`config.mk`:
```
export PLATFORM = sky130hd
export DESIGN_NAME = mem_arbiter
export DESIGN_NICKNAME = d
export VERILOG_FILES = /design/src/rtl/mem_arb_pkg.sv /design/src/rtl/mem_arb_pick.sv /design/src/rtl/mem_arbiter.sv
export SDC_FILE = /design/constraint.sdc
export NUM_CORES = 1
export LEC_CHECK = 0
export CELL_PAD_IN_SITES_DETAIL_PLACEMENT = 1
export CELL_PAD_IN_SITES_GLOBAL_PLACEMENT = 2
export CORE_AREA = 2 2 638 640
export CTS_CLUSTER_DIAMETER = 50
export DETAILED_ROUTE_END_ITERATION = 12
export DIE_AREA = 0 0 640 642
export GPL_ROUTABILITY_DRIVEN = 1
export PLACE_DENSITY = 0.3
export SETUP_SLACK_MARGIN = 0.1
export SYNTH_ARGS = -nofsm -noshare
export SYNTH_HDL_FRONTEND = slang
export SYNTH_SLANG_ARGS = --single-unit
export TNS_END_PERCENT = 50
```
`constraint.sdc`:
```
create_clock -name clk_i -period 2.7 [get_ports clk_i]
set_input_delay 0.405 -clock clk_i [delete_from_list [all_inputs] [get_ports clk_i]]
set_output_delay 0.405 -clock clk_i [all_outputs]
set_load 0.005 [all_outputs]
```
`src/rtl/mem_arb_pkg.sv`:
```
// Shared types and constants for the two-requester memory-port arbiter.
// The optional round-robin mode is selected by MEM_ARB_ROUND_ROBIN_EN.
package mem_arb_pkg;

    localparam int MEM_ARB_ADDR_W = 32;
    localparam int MEM_ARB_LINE_W = 256;

    localparam logic REQ_I = 1'b0;
    localparam logic REQ_D = 1'b1;

    typedef enum logic [1:0] {
        IDLE   = 2'd0,
        BUSY_I = 2'd1,
        BUSY_D = 2'd2,
        DONE   = 2'd3
    } arb_state_e;

    // Busy state that serves the given requester id.
    function automatic arb_state_e busy_state_of(input logic req_id);
        if (req_id == REQ_D) begin
            return BUSY_D;
        end else begin
            return BUSY_I;
        end
    endfunction

endpackage

```
`src/rtl/mem_arb_pick.sv`:
```
// Combinational winner select between the instruction and data requesters.
// MEM_ARB_ROUND_ROBIN_EN adds a pointer input that breaks ties; otherwise data wins.
module mem_arb_pick
    import mem_arb_pkg::*;
(
    input  logic i_enable_i,
    input  logic d_enable_i,
`ifdef MEM_ARB_ROUND_ROBIN_EN
    input  logic rr_ptr_i,
`endif
    output logic valid_o,
    output logic pick_o
);

    // Tie-break only matters when both sides request together.
    always_comb begin
        valid_o = i_enable_i | d_enable_i;
        pick_o  = REQ_I;
        if (i_enable_i && d_enable_i) begin
`ifdef MEM_ARB_ROUND_ROBIN_EN
            pick_o = rr_ptr_i;
`else
            pick_o = REQ_D;
`endif
        end else if (d_enable_i) begin
            pick_o = REQ_D;
        end else begin
            pick_o = REQ_I;
        end
    end

endmodule

```
`src/rtl/mem_arbiter.sv`:
```
// Shares one off-chip memory port between the I-cache and D-cache controllers.
// Build with MEM_ARB_ROUND_ROBIN_EN for alternating grants; default is data-side priority.
module mem_arbiter
    import mem_arb_pkg::*;
#(
    parameter int ADDR_W = MEM_ARB_ADDR_W,
    parameter int LINE_W = MEM_ARB_LINE_W
) (
    input  logic              clk_i,
    input  logic              rst_i,

    input  logic              i_enable_i,
    input  logic              i_write_i,
    input  logic [ADDR_W-1:0] i_addr_i,
    input  logic [LINE_W-1:0] i_data_i,
    output logic [LINE_W-1:0] i_data_o,
    output logic              i_ack_o,

    input  logic              d_enable_i,
    input  logic              d_write_i,
    input  logic [ADDR_W-1:0] d_addr_i,
    input  logic [LINE_W-1:0] d_data_i,
    output logic [LINE_W-1:0] d_data_o,
    output logic              d_ack_o,

    input  logic [LINE_W-1:0] mem_data_i,
    input  logic              mem_ack_i,
    output logic [LINE_W-1:0] mem_data_o,
    output logic [ADDR_W-1:0] mem_addr_o,
    output logic              mem_enable_o,
    output logic              mem_write_o
);

    arb_state_e        state_q;
    logic              mem_en_q;
    logic              mem_write_q;
    logic [ADDR_W-1:0] mem_addr_q;
    logic [LINE_W-1:0] mem_data_q;

    logic              pick_valid_s;
    logic              pick_id_s;
    logic              lat_write_d;
    logic [ADDR_W-1:0] lat_addr_d;
    logic [LINE_W-1:0] lat_data_d;

`ifdef MEM_ARB_ROUND_ROBIN_EN
    logic              rr_ptr_q;
`endif

    mem_arb_pick u_pick (
        .i_enable_i (i_enable_i),
        .d_enable_i (d_enable_i),
`ifdef MEM_ARB_ROUND_ROBIN_EN
        .rr_ptr_i   (rr_ptr_q),
`endif
        .valid_o    (pick_valid_s),
        .pick_o     (pick_id_s)
    );

    // Transaction fields of whichever side wins the pick this cycle.
    always_comb begin
        lat_write_d = i_write_i;
        lat_addr_d  = i_addr_i;
        lat_data_d  = i_data_i;
        if (pick_id_s == REQ_D) begin
            lat_write_d = d_write_i;
            lat_addr_d  = d_addr_i;
            lat_data_d  = d_data_i;
        end else begin
            lat_write_d = i_write_i;
            lat_addr_d  = i_addr_i;
            lat_data_d  = i_data_i;
        end
    end

    // Arbitration FSM with the latched transaction and memory request.
    always_ff @(posedge clk_i) begin
        if (rst_i) begin
            state_q     <= IDLE;
            mem_en_q    <= 1'b0;
            mem_write_q <= 1'b0;
            mem_addr_q  <= {ADDR_W{1'b0}};
            mem_data_q  <= {LINE_W{1'b0}};
`ifdef MEM_ARB_ROUND_ROBIN_EN
            rr_ptr_q    <= REQ_D;
`endif
        end else begin
            case (state_q)
                IDLE: begin
                    if (pick_valid_s) begin
                        state_q     <= busy_state_of(pick_id_s);
                        mem_en_q    <= 1'b1;
                        mem_write_q <= lat_write_d;
                        mem_addr_q  <= lat_addr_d;
                        mem_data_q  <= lat_data_d;
                    end else begin
                        state_q  <= IDLE;
                        mem_en_q <= 1'b0;
                    end
                end
                BUSY_I, BUSY_D: begin
                    if (mem_ack_i) begin
                        state_q  <= DONE;
                        mem_en_q <= 1'b0;
`ifdef MEM_ARB_ROUND_ROBIN_EN
                        // The side that was not just served gets the next tie.
                        rr_ptr_q <= (state_q == BUSY_I) ? REQ_D : REQ_I;
`endif
                    end else begin
                        state_q  <= state_q;
                        mem_en_q <= 1'b1;
                    end
                end
                DONE: begin
                    state_q  <= IDLE;
                    mem_en_q <= 1'b0;
                end
                default: begin
                    state_q  <= IDLE;
                    mem_en_q <= 1'b0;
                end
            endcase
        end
    end

    // Ack passes straight through, but only to the side that owns the port.
    always_comb begin
        i_ack_o = (state_q == BUSY_I) && mem_ack_i;
        d_ack_o = (state_q == BUSY_D) && mem_ack_i;
    end

    assign i_data_o     = mem_data_i;
    assign d_data_o     = mem_data_i;
    assign mem_enable_o = mem_en_q;
    assign mem_write_o  = mem_write_q;
    assign mem_addr_o   = mem_addr_q;
    assign mem_data_o   = mem_data_q;

endmodule

```
==> flow_metrics.tcl <==
set metrics [dict create \
    r2r-end "mem_data_o[130]" \
    crit_required_ns 2.30 \
    min_to "mem_data_o[22]" \
    critPathLaunchType "register" \
    synth_nets 2696 \
    cts-buffers-inserted 85 \
    worstSetupEndpointType "output pin" \
    finalClockSkew_ns 0.0695 \
    numPortBuffers 874 \
    synth_top_area_share_pct 29.7 \
    gp_congestion 0.693 \
    slew_violations 0 \
    die_height_um 642 \
    power_density_nw_per_um2 816 \
    wire_per_inst_um 24.9 \
    cts-root-buf "clkbuf_16" \
    r2r_cells 6 \
    hp-class "in -> reg" \
    grtUsageTotal_pct 9.06 \
    grt_max_degree 106 \
    vdd_drop_max_uv 397 \
    critical-path-slowest-cell "clkdlybuf4s50_1" \
    wirelength_um 192000 \
    finalWorstPathRequiredPeriod_ns 2.48 \
    cts_max_level 3 \
    dp_hpwl_um 166000 \
    min-delay-start "rst_i" \
    worstPathArrival_ns 2.08 \
    hold_violations 0 \
    fmax_mhz 403 \
    antenna_found_initial 18 \
    clkLatencyLatePin_ns 0.77 \
    grt_pass1_vias 17900 \
    hold_depth 3 \
    drc 0 \
    syn_inst 1853 \
    core_um2 404000 \
    r2r_start "state_q[1]" \
    ys_warn_count 0 \
    holdBufCountCts 0 \
    async_flop_share_pct 0 \
    synth-seq-cells 292 \
    cts_tree "yes" \
    drt_first_pass_iters 6 \
    syn_area_per_cell_um2 10.6 \
    synthesis.area_um2 19700 \
    synth_edf_count 0 \
    synth-seq-area-share_pct 29.7 \
    synth_flop_cell "dfxtp_1" \
    regToRegSetupSlack_ns 0.76 \
    status "finished, final reports clean" \
    path_cells "inv_2 > ha_4 > and2_1 > clkdlybuf4s50_1" \
    clock_path_buffers 4 \
    synth_area_leaders "dfxtp_1 30%, buf_4 21%, o32ai_2 17%, mux2i_1 15%, nand2b_1 9.2%" \
    slew_headroom_pct 52.5 \
    diodes 0 \
    finalSetupViolCount 0 \
    die_x_um 640 \
    drt_iter0_drc 612 \
    area_growth_pct 73.5 \
    cp_slowest_stage_delay_ns 0.53 \
    crit_type "reg -> out" \
    placement.cell_area_um2 31400 \
    viasPerCell 2.07 \
    timing.final.crit_share_pct 92.0 \
    rows 234 \
    post-synth-top-count-cell "buf_4" \
    grt_pass1_wl_um 234000 \
    gr-total-overflow 0 \
    synth_cell_types 24 \
    ant_nets 0 \
    cap_viol_max_count 0 \
    cts.sinks 292 \
    path_delay_family "buffers and inverters" \
    path_clk_slew_ns 0.05 \
    boundaryPins 1643 \
    drive_gt1_share_pct 20.0 \
    design_area_um2 34100 \
    dieArea_um2 411000 \
    tns_ns 0 \
    worstMarginPinSlew_ns 0.693 \
    start_util_pct 4.86 \
    timing.critical_path.fanout_max 3 \
    yosys.area.top_type "dfxtp_1" \
    p_leak_nw 10.6 \
    nNetsFinal 3087 \
    via_count 16000 \
    synth_commonest_cells "559 x buf_4, 292 x dfxtp_1, 289 x mux2i_1, 289 x nand2b_1, 200 x o32ai_2" \
    path_buf_inv 2 \
    grt_setup_unrepaired "yes" \
]
-- report_power, final --
part	switching [W]	total [W]	internal, W
Sequential	0.000887	0.00638	0.00549
Combinational	0.00647	0.0113	0.00485
Clock	0.00331	0.0101	0.00684
-- area by class of cell --
class                   instances  area [µm²]
fillers                     47200      370000
repair buffers                976        9790
multi-input cells             886        8930
well taps                    5428        6790
flip-flops and latches        292        5850
clock buffers                 122        2450
clock inverters                19         304
inverters                       3        11.3
-- worst max path at each step --
stage                                from               to  slack, ns  cells after the start
after floorplan                state_q[0]    mem_addr_o[0]       1.28                      7
after global placement          mem_ack_i          i_ack_o       0.06                      3
after detailed placement        mem_ack_i          i_ack_o       0.08                      3
after CTS                      state_q[1]          i_ack_o       0.08                      4
after global routing      mem_data_o[182]  mem_data_o[182]        0.1                      1
final                          state_q[1]          i_ack_o       0.22                      4
-- sequential cells by signal, summed over array words and instances (netlist names) --
signal and count:
mem_write_o 1, mem_enable_o 1, state_q 2, mem_addr_o 32
mem_data_o 256
-- metal layers --
metal  track usage, %  vias up  part of all wire (%)
li1                 -     6948                     -
met1             8.75     7769                    34
met2             14.6      967                    46
met3             6.66      329                    16
met4             3.59        6                   3.9
met5            0.725        -                  0.21
-- cells by family after synthesis --
logic type | Yosys count | share of synthesized area (%)
buffers and inverters | 675 | 25.0
and+or+nand+nor | 298 | 9.56
AOI/OAI and AO/OA | 295 | 20.7
DFF | 292 | 29.7
muxes | 289 | 14.7
adders and majority gates | 4 | 0.255
-- placed cells by master, fill, tap and decap left out, types with 2 or more instances in the layout --
master	n
clkbuf_8	18
mux2i_1	289
nand2b_1	289
dfxtp_1	291
o32ai_1	89
buf_8	2
buf_4	98
dlygate4sd2_1	14
ha_1	2
clkdlybuf4s50_1	833
dlymetal6s2s_1	2
ha_4	2
clkinv_2	9
and2_1	2
buf_12	27
nor3b_1	2
inv_16	2
inv_2	2
bufinv_16	7
clkbuf_1	19
o32ai_2	200
clkbuf_16	85
-- metrics by stage --
step	power (W)	hold slack [ns]	util [%]	std cells	setup slack [ns]
floorplan	0.0112	0.480	-	1853	1.28
global placement	0.0187	0.475	7.76	7585	0.0562
detailed placement	0.0186	0.483	7.76	7585	0.0773
CTS	0.0293	0.0573	8.44	7726	0.0766
global route	0.0299	0.139	8.44	7726	0.0957
finish	0.0278	0.112	8.44	7726	0.216
-- worst register-to-register path, delay by kind of cell, from the launching register on --
kind / cells / cell delay [ns]
AOI/OAI and AO/OA: 1 / 0.31
adders and majority gates: 1 / 0.25
buffers and inverters: 3 / 0.68
DFF: 1 / 0.40
and+or+nand+nor: 1 / 0.13
-- what timing repair did --
action | in CTS | in global routing
buffers inserted | 0 | 0
resized for setup | 21 | 2
endpoints found under the setup margin | 15 | 4
Note: power is estimated with default switching activity, not from simulation.
